### src/rtl/pe_psum_packetizer.sv
// Wraps partial sums from the PE split stage into NoC packets {dest, src, last, seq, payload}.
// Optional build macro PKT_PARITY_EN appends an even-parity bit as packet bit 0.
module pe_psum_packetizer #(
    parameter int unsigned DWIDTH     = 8,
    parameter int unsigned ADDR_W     = 4,
    parameter int unsigned SEQ_W      = 4,
    parameter int unsigned SRC_ADDR   = 1,
    parameter int unsigned DEST_ADDR  = 3,
    parameter int unsigned ROW_LEN    = 4,
    parameter int unsigned FIFO_DEPTH = 2,
`ifdef PKT_PARITY_EN
    localparam int unsigned PAR_W     = 1,
`else
    localparam int unsigned PAR_W     = 0,
`endif
    localparam int unsigned PKT_W     = 2*ADDR_W + 1 + SEQ_W + DWIDTH + PAR_W
) (
    input  logic              clk,
    input  logic              rst,
    input  logic [DWIDTH-1:0] psum_data,
    input  logic              psum_valid,
    output logic              psum_ready,
    output logic [PKT_W-1:0]  pkt_data,
    output logic              pkt_valid,
    input  logic              pkt_ready
);

    localparam int unsigned RAW_W = PKT_W - PAR_W;
    localparam int unsigned PTR_W = (FIFO_DEPTH > 1) ? $clog2(FIFO_DEPTH) : 1;
    localparam int unsigned CNT_W = $clog2(FIFO_DEPTH + 1);
    localparam int unsigned ROW_W = (ROW_LEN > 1) ? $clog2(ROW_LEN) : 1;

    typedef enum logic {
        ST_EMPTY = 1'b0,
        ST_FULL  = 1'b1
    } state_e;

    logic [DWIDTH-1:0] mem_q [FIFO_DEPTH];
    logic [PTR_W-1:0]  wr_ptr_q, wr_ptr_d;
    logic [PTR_W-1:0]  rd_ptr_q, rd_ptr_d;
    logic [CNT_W-1:0]  count_q, count_d;
    logic [SEQ_W-1:0]  seq_q;
    logic [ROW_W-1:0]  row_q;
    logic [PKT_W-1:0]  pkt_q, pkt_d;
    state_e            state_q;

    logic              fifo_full, fifo_empty;
    logic              push, pop, row_last;
    logic [RAW_W-1:0]  raw_pkt;

    assign fifo_full  = (count_q == CNT_W'(FIFO_DEPTH));
    assign fifo_empty = (count_q == '0);
    assign push       = psum_valid && !fifo_full;
    // A pop always means the output register is (or is about to be) free.
    assign pop        = !fifo_empty && ((state_q == ST_EMPTY) || pkt_ready);
    assign row_last   = (row_q == ROW_W'(ROW_LEN - 1));

    assign raw_pkt = {ADDR_W'(DEST_ADDR), ADDR_W'(SRC_ADDR), row_last, seq_q, mem_q[rd_ptr_q]};
`ifdef PKT_PARITY_EN
    assign pkt_d   = {raw_pkt, ^raw_pkt};
`else
    assign pkt_d   = raw_pkt;
`endif

    always_comb begin
        wr_ptr_d = wr_ptr_q;
        rd_ptr_d = rd_ptr_q;
        if (push) begin
            wr_ptr_d = (wr_ptr_q == PTR_W'(FIFO_DEPTH - 1)) ? '0 : wr_ptr_q + PTR_W'(1);
        end
        if (pop) begin
            rd_ptr_d = (rd_ptr_q == PTR_W'(FIFO_DEPTH - 1)) ? '0 : rd_ptr_q + PTR_W'(1);
        end
        count_d = count_q + CNT_W'(push) - CNT_W'(pop);
    end

    // Storage needs no reset; occupancy is tracked by count_q.
    always_ff @(posedge clk) begin
        if (push) begin
            mem_q[wr_ptr_q] <= psum_data;
        end
    end

    always_ff @(posedge clk or posedge rst) begin
        if (rst) begin
            wr_ptr_q <= '0;
            rd_ptr_q <= '0;
            count_q  <= '0;
            seq_q    <= '0;
            row_q    <= '0;
            pkt_q    <= '0;
            state_q  <= ST_EMPTY;
        end else begin
            wr_ptr_q <= wr_ptr_d;
            rd_ptr_q <= rd_ptr_d;
            count_q  <= count_d;
            case (state_q)
                ST_EMPTY: begin
                    if (pop) begin
                        state_q <= ST_FULL;
                    end
                end
                ST_FULL: begin
                    if (pkt_ready && !pop) begin
                        state_q <= ST_EMPTY;
                    end
                end
                default: state_q <= ST_EMPTY;
            endcase
            // Every pop loads the output register and advances seq/row counters.
            if (pop) begin
                pkt_q <= pkt_d;
                seq_q <= seq_q + SEQ_W'(1);
                row_q <= row_last ? '0 : row_q + ROW_W'(1);
            end
        end
    end

    assign pkt_data   = pkt_q;
    assign pkt_valid  = (state_q == ST_FULL);
    assign psum_ready = !fifo_full;

endmodule

### config.mk
export PLATFORM = sky130hd
export DESIGN_NAME = pe_psum_packetizer
export DESIGN_NICKNAME = d
export VERILOG_FILES = /design/src/rtl/pe_psum_packetizer.sv
export SDC_FILE = /design/constraint.sdc
export NUM_CORES = 1
export LEC_CHECK = 0
export CAP_MARGIN = 20
export CORE_UTILIZATION = 37
export DETAILED_ROUTE_END_ITERATION = 12
export GPL_TIMING_DRIVEN = 1
export PLACE_DENSITY = 0.6
export SETUP_SLACK_MARGIN = 0.05
export SLEW_MARGIN = 10
export SYNTH_ARGS = -nofsm -noshare
export SYNTH_HDL_FRONTEND = slang
export SYNTH_SLANG_ARGS = --single-unit
### constraint.sdc
create_clock -name clk -period 2.1 [get_ports clk]
set_input_delay 0.315 -clock clk [delete_from_list [all_inputs] [get_ports clk]]
set_output_delay 0.315 -clock clk [all_outputs]
set_load 0.05 [all_outputs]
* Yosys cells after proc, flatten, opt, wreduce, memory -nomap -nowiden
Memories as Yosys holds them, arrays and structs flattened. A register that Yosys moved wholly into a read port is not among the register bits. Index checks and enable logic that the tools add are counted.
Word-level totals: bits in registers 25, RAM bits 16, input port bits 12, output and inout port bits 23, word-level logic and storage cells 33, memories 1
Memory list:
- mem_q | depth 2, width 8, rd ports 1, clocked after Yosys merged registers in 1, write ports 1, line 38 | logic [DWIDTH-1:0] mem_q [FIFO_DEPTH];
Operators by class: add/sub/neg operators 6, equality and inequality tests 2, mux-type cells 8, bitwise operators 1, reduce and logical (&&, ||, !) cells 8
Operator list (count):
- 2-to-1 mux 1 bit | 6
- adder 4 x 1 -> 4 bit (second input constant) | 1
- == test 2 bit (second input constant) | 2
- logical AND 1 bit | 3
- logical NOT 1 bit | 3
- adder 1 bit (second input constant) | 2
- adder 2 x 1 -> 2 bit | 1
- adder 2 x 1 -> 2 bit (second input constant) | 1
- logical NOT 2 bit | 1
- 2-to-1 mux 2 bit | 1
- case mux 1 bit (2 select lines) | 1
- subtractor 2 x 1 -> 2 bit | 1
- logical OR 1 bit | 1
- NOT 1 bit | 1

* Logic depth before layout (Yosys ltp)
Gate-level depths: netlist (run 1).
depth after elaboration 7, gate-level depth with buffers 7, gate-level depth less buffers 6

* Worst setup path before layout (run 1)
OpenSTA, ideal clock, no wires.
path type flip-flop to flip-flop, start point reg count_q[0], end point mem mem_q[0][0], enable pin, library setup time 0.370 ns, data arrival time 1.512 ns, slack 0.218 ns, stages on the path, launching flop included 4, path buffers 0, period minus slack after synthesis 1.882 ns, cell sequence dfrtp_1 nand2b_1 nand2_1 nor2_1
Between the ends: longest elaborated chain between the ends 5
RTL lines:
- start: declaration | line 41 | logic [CNT_W-1:0] count_q, count_d;
- start signal: assignment | line 96 | count_q <= count_d;
- == test 2 bit | line 51 | assign fifo_full = (count_q == CNT_W'(FIFO_DEPTH));
- logical NOT 1 bit
- net psum_ready | line 22 | output logic psum_ready,
- logical AND 1 bit | line 53 | assign push = psum_valid && !fifo_full;
- 2-to-1 mux 1 bit | line 79 | if (push) begin
- 2-to-1 mux 1 bit (implied by the code) | line 80 | mem_q[wr_ptr_q] <= psum_data;
- end: declaration | line 38
The timed path passes the listed nets, and every way through them passes these cells.

* Worst setup path after layout (run 1)
start point reg, netlist name pkt_data[13], end point out pkt_data[13]
RTL lines:
- end: declaration | line 23 | output logic [PKT_W-1:0] pkt_data,
No word-level cell between the ends.

==> flow_summary.ini, run 1 <==
[placement]
place.gp.congestion = 0.673
dp_hpwl_um = 1950
dp.cells = 181
port_buffers = 29

[layout]
n_fill_cell = 396
final_nets = 151
multi_input_area_sq_um = 561
syn2layout_area_growth_pct = 24.9
seqCellArea_sq_um = 1110
finalNonFillerCells = 189
final_util_pct = 48.8
layout-drive-gt1-share_pct = 29.9
diodes = 0

[clock_tree]
cts_tree = built
clk_latency_ns = 0.30
cts_made_buffers = 5
cts_max_path_buffers = 2
clock-root-buffer = clkbuf_8
cts_setup_buffers = 0
cts_sinks = 41
cts_hold_buf = 0
cts.htree.levels = 2
clk_pin_slew_worst_paths_ns = 0.08
cts_resized = 0

[yosys]
syn_inst = 102
synthFlopType = dfrtp_1
synth.distinct_cells = 24
yosysSeqAreaShare_pct = 63.7
synth.top_cell.area_share_pct = 36.0
synth_warnings = 0
syn_avg_cell_area_sq_um = 17.0
yosysMostFrequentCell = dfrtp_1
synth_fa_ha_area_share_pct = 2.16
synth_area_leaders = dfrtp_1 (36%), edfxtp_1 (28%), mux2_4 (14%)
synthesis.area_sq_um = 1740
synth_compound_area_share_pct = 0.721
synth_simple_gate_area_share_pct = 5.26
synth_edf_count = 16
synth_top_family_by_area = multiplexers
yosysTopAreaCell = dfrtp_1
synth.top_cells.by_count = dfrtp_1 (25), edfxtp_1 (16), mux2_4 (16)
ys_seq_elements = 41
synth_mux_area_share_pct = 19.0
synthArstFlopShare_pct = 61.0
synth_xor_area_share_pct = 4.04

[timing]
tightest_slew_ns = 0.503
maxSlewHeadroom_pct = 66.4
setup_viol = 0
hold_viol_final = 0
fin_skew_ns = 0.00731
timing.fmax_ghz = 0.547
timing.hold.ws_ns = 0.368
rsz0062_at_grt = no
final.min_clock_period_ns = 1.83
slew_viol_final = 0
finalSetupTns_ns = 0
post-route-period-util_pct = 87.1

[grt]
antenna_found_initial = 0
grt.overflow.total = 0
grt_usage_pct = 12.7
grt_max_degree = 26
first_global_vias = 879
grt_pass1_wl_um = 4560

[run_status]
violations = design-rule violations
status = finished, violations left

[route]
num_vias = 874
drcViolationCount = 10
first_pass_iters = 10
drtIter0Drc = 43
wire_per_inst_um = 14.7
drt-total-wl_um = 2770
postRouteAntennaNets = 0
vias_per_cell = 4.62

[critical_path]
end_kind = primary output
cp_max_fo = 4
worstSetupStartpointType = register
worstSetupPathType = reg -> out
crit_required_ns = 1.78
cp_slowest_cell = clkdlybuf4s50_1
cp_top_family = buffers and inverters
crit_chain = clkdlybuf4s50_1
critPathMaxStageDelay_ns = 0.82
worstPathArrival_ns = 1.51
crit_buf_inv = 1

[power]
finalPower_mw = 3.80
p_per_area_nw_per_um2 = 1750
ir_worst_vdd_v = 0.000720
p_leak_nw = 0.899

[min_path]
worstHoldPathType = in -> async

[floorplan]
die_h_um = 70.5
io_pins = 35
chipWidth_um = 70.5
placementRows = 24
dieArea_sq_um = 4970
coreArea_sq_um = 4440
initial_utilization_pct = 39.0

[run]
maxCapViolCount = 0
==> path summary, 6_finish.rpt <==
| check | start | end | slack (ns) | cells past startpoint |
|---|---|---|---|---|
| min in group clk | seq_q[3]$_DFFE_PP0P_ | seq_q[3]$_DFFE_PP0P_ | 0.47 | 1 |
| worst min-delay path | rst | pkt_data[4]$_DFFE_PP0P_ | 0.37 | 3 |
| worst max-delay path | pkt_data[13]$_DFFE_PP0P_ | pkt_data[13] | 0.27 | 1 |
| max in group asynchronous | rst | rd_ptr_q$_DFFE_PP0P_ | 1.47 | 3 |
| worst max register to register | count_q[0]$_DFF_PP0_ | count_q[1]$_DFF_PP0_ | 0.59 | 6 |
| worst min register to register | seq_q[3]$_DFFE_PP0P_ | seq_q[3]$_DFFE_PP0P_ | 0.47 | 1 |
==> flip-flops by register name, summed over array words and instances (netlist names) <==
register	count
rd_ptr_q	1
row_q	2
mem_q	16
seq_q	4
pkt_data	14
wr_ptr_q	1
pkt_valid	1
count_q	2
==> logic make-up (layout without fill, tap and decap cells) <==
family                   after synthesis  in the layout
AO/OA/AOI/OAI                          1              1
XOR/XNOR                               8              8
other                                  1              5
flip-flops                            41             41
adder cells (fa/ha/maj)                3              3
multiplexers                          24             24
buffers and inverters                 11             42
AND/OR/NAND/NOR                       13             13
==> stage by stage <==
step / setup WS, ns / area, sq um
global placement: 0.372 / 2050
finish: 0.270 / 2170
floorplan: 0.218 / 1750
CTS: 0.247 / 2170
global route: 0.210 / 2170
detailed placement: 0.307 / 2050
==> where the power goes <==
| part | internal (mW) | switching (mW) | total (mW) |
|---|---|---|---|
| clock network | 0.356 | 0.284 | 0.640 |
| registers | 1.16 | 0.218 | 1.38 |
| logic | 0.841 | 0.944 | 1.79 |
| total | 2.36 | 1.45 | 3.80 |
==> placed cells by master, fill, tap and decap left out <==
cell | synthesis | layout
clkbuf_8 | 0 | 5
or2b_1 | 1 | 1
edfxtp_1 | 16 | 16
clkinvlp_4 | 0 | 1
nand2_1 | 1 | 1
inv_1 | 1 | 1
or2_1 | 1 | 1
conb_1 | 1 | 5
clkinv_4 | 0 | 1
bufinv_16 | 0 | 1
nor2_4 | 2 | 2
nand2b_1 | 1 | 1
mux2_2 | 8 | 8
nor2_1 | 2 | 2
ha_1 | 3 | 3
nor2b_4 | 1 | 1
and3_1 | 1 | 1
nor3b_1 | 1 | 1
nand3_1 | 1 | 1
clkdlybuf4s50_1 | 0 | 28
mux2_4 | 16 | 16
buf_4 | 7 | 5
a211oi_2 | 1 | 1
nor3_1 | 1 | 1
xor2_1 | 4 | 4
dfrtp_1 | 25 | 25
xnor2_1 | 4 | 4
==> area by class of cell <==
class	instances	area share, %
sequential	41	51.0
multi-input combinational	54	25.9
timing repair buffer	33	14.7
clock buffer	5	3.17
tap	52	3.00
clock inverter	3	2.14
inverter	1	0.173
==> routing by layer <==
metal  track usage, %  vias to the layer above  part of all wire [%]
met2             19.7                       24                    51
met5                0                        -                     0
met3             4.76                        4                   4.7
met1             15.6                      440                    42
met4             6.12                        0                   1.7
li1                 -                      406                     -
Power figures use the tool's default switching activity.
==> inputs of run 2 (changes only) <==
- CORE_UTILIZATION: 37 -> 54
- PLACE_DENSITY: 0.6 -> 0.82
- REMOVE_ABC_BUFFERS: default -> 1
- clock period: 2.1 -> 2.2 ns (I/O delays scaled with it)
==> run 2 against run 1 <==
Against the previous run: the flow now finishes without violations; clock power shrank 8.3%; first-iteration DRC count shrank 70%; critical path depth is the same; non-clock buffer count is the same; largest power group unchanged.
==> flow_summary.ini, run 2 (same netlist as run 1, synthesis figures left out) <==
[floorplan]
coreArea_sq_um = 3050
die_h_um = 58.7
chipWidth_um = 58.7
io_pins = 35
dieArea_sq_um = 3440
initial_utilization_pct = 56.8
placementRows = 20

[timing]
timing.hold.ws_ns = 0.311
final.min_clock_period_ns = 1.91
tightest_slew_ns = 0.514
hold_viol_final = 0
finalSetupTns_ns = 0
maxSlewHeadroom_pct = 65.7
worst_slack_ns = 0.285
fin_skew_ns = 0.0104
slew_viol_final = 0
timing.fmax_ghz = 0.522
rsz0062_at_grt = no
post-route-period-util_pct = 87.0
setup_viol = 0

[critical_path]
worstPathArrival_ns = 1.58
end_kind = primary output
worstSetupPathType = reg -> out
cp_top_family = buffers and inverters
crit_required_ns = 1.87
crit_buf_inv = 1
crit_chain = clkdlybuf4s50_1
cp_slowest_cell = clkdlybuf4s50_1
cp_max_fo = 4
worstSetupStartpointType = register
critPathMaxStageDelay_ns = 0.83

[power]
ir_worst_vdd_v = 0.000888
p_leak_nw = 0.899
p_per_area_nw_per_um2 = 1680

[layout]
layout_commonest_cell = clkdlybuf4s50_1
top_register = mem_q
layout-drive-gt1-share_pct = 29.2
largest_register_ffs = 16
syn2layout_area_growth_pct = 23.7
final_cell_mix = clkdlybuf4s50_1 (28), dfrtp_1 (25), mux2_4 (16), edfxtp_1 (16), mux2_2 (8)
final_nets = 151
final_util_pct = 70.3
diodes = 0
n_fill_cell = 221

[run]
maxCapViolCount = 0

[route]
num_vias = 864
vias_per_cell = 4.77
postRouteAntennaNets = 0
drtIter0Drc = 13
drt-total-wl_um = 2600
wire_per_inst_um = 14.4
first_pass_iters = 5
drcViolationCount = 0

[placement]
port_buffers = 29
dp_hpwl_um = 1850
place.gp.congestion = 0.721
preCtsSetupSlack_ns = 0.427

[clock_tree]
clk_pin_slew_worst_paths_ns = 0.12
cts_setup_buffers = 0
clk_latency_ns = 0.35
cts_tree = built
cts.htree.levels = 2
cts_max_path_buffers = 2
clock-root-buffer = clkbuf_4
cts_sinks = 41
cts_made_buffers = 5

[grt]
grt_max_degree = 26
grt.overflow.total = 0
grt_pass1_wl_um = 4370
antenna_found_initial = 0
grt_usage_pct = 18.2
first_global_vias = 941

[run_status]
status = finished clean

[min_path]
worstHoldPathType = in -> async
[run 2: cell count changes in the layout (fill, tap and decap cells not counted), sizes merged]
| cell | change |
|---|---|
| buf | -1 |
| bufinv | +1 |
| dlygate4sd2 | +1 |
| clkinvlp | -1 |
[run 2: through the flow]
step,power (mW),instances,instance area [sq um]
after floorplan,2.56,96,1670
after global placement,2.99,173,2050
after detailed placement,3.05,173,2050
after CTS,3.64,181,2150
after global routing,3.79,181,2150
final,3.61,181,2150
[run 2: area by class of cell]
| class | count | area (sq um) | area share, % |
|---|---|---|---|
| inverters | 1 | 3.75 | 0.175 |
| multi-input cells | 54 | 561 | 26.1 |
| clock inverters | 3 | 65.1 | 3.03 |
| clock buffers | 5 | 37.5 | 1.75 |
| well taps | 44 | 55.1 | 2.56 |
| flip-flops and latches | 41 | 1110 | 51.5 |
| repair buffers | 33 | 319 | 14.9 |
[run 2: worst min-delay path, stage by stage]
cell	delay (ns)
clkdlybuf4s50_1	0.39
inv_1	0.05
buf_4	0.30
[run 2: routing by layer]
metal | wire length (um) | global-route usage, % | up-vias
met4 | 43 | 7.14 | 0
met3 | 116 | 7.25 | 6
li1 | - | - | 410
met1 | 1150 | 22.0 | 427
met5 | 0 | 0 | -
met2 | 1300 | 29.2 | 21
[run 2: power by group]
group	total (mW)	leakage (nW)	switching (mW)	internal, mW
registers	1.32	0.437	0.210	1.11
clock network	0.587	0.0552	0.235	0.352
logic	1.70	0.407	0.899	0.804
[run 2: path summary, 6_finish.rpt]
path / from / end / slack, ns / cells past startpoint
hold reg to reg: seq_q[3]$_DFFE_PP0P_ / seq_q[3]$_DFFE_PP0P_ / 0.48 / 1
setup / recovery: pkt_data[13]$_DFFE_PP0P_ / pkt_data[13] / 0.29 / 1
setup reg to reg: count_q[0]$_DFF_PP0_ / count_q[1]$_DFF_PP0_ / 0.67 / 6
hold / removal: rst / pkt_data[5]$_DFFE_PP0P_ / 0.31 / 3
max in group asynchronous: rst / count_q[1]$_DFF_PP0_ / 1.63 / 3
min in group clk: seq_q[3]$_DFFE_PP0P_ / seq_q[3]$_DFFE_PP0P_ / 0.48 / 1
[run 2: timing repair]
item | CTS | global route
gates resized for setup | 1 | 0
setup endpoints to repair | 1 | 0
hold buffers | 0 | 0
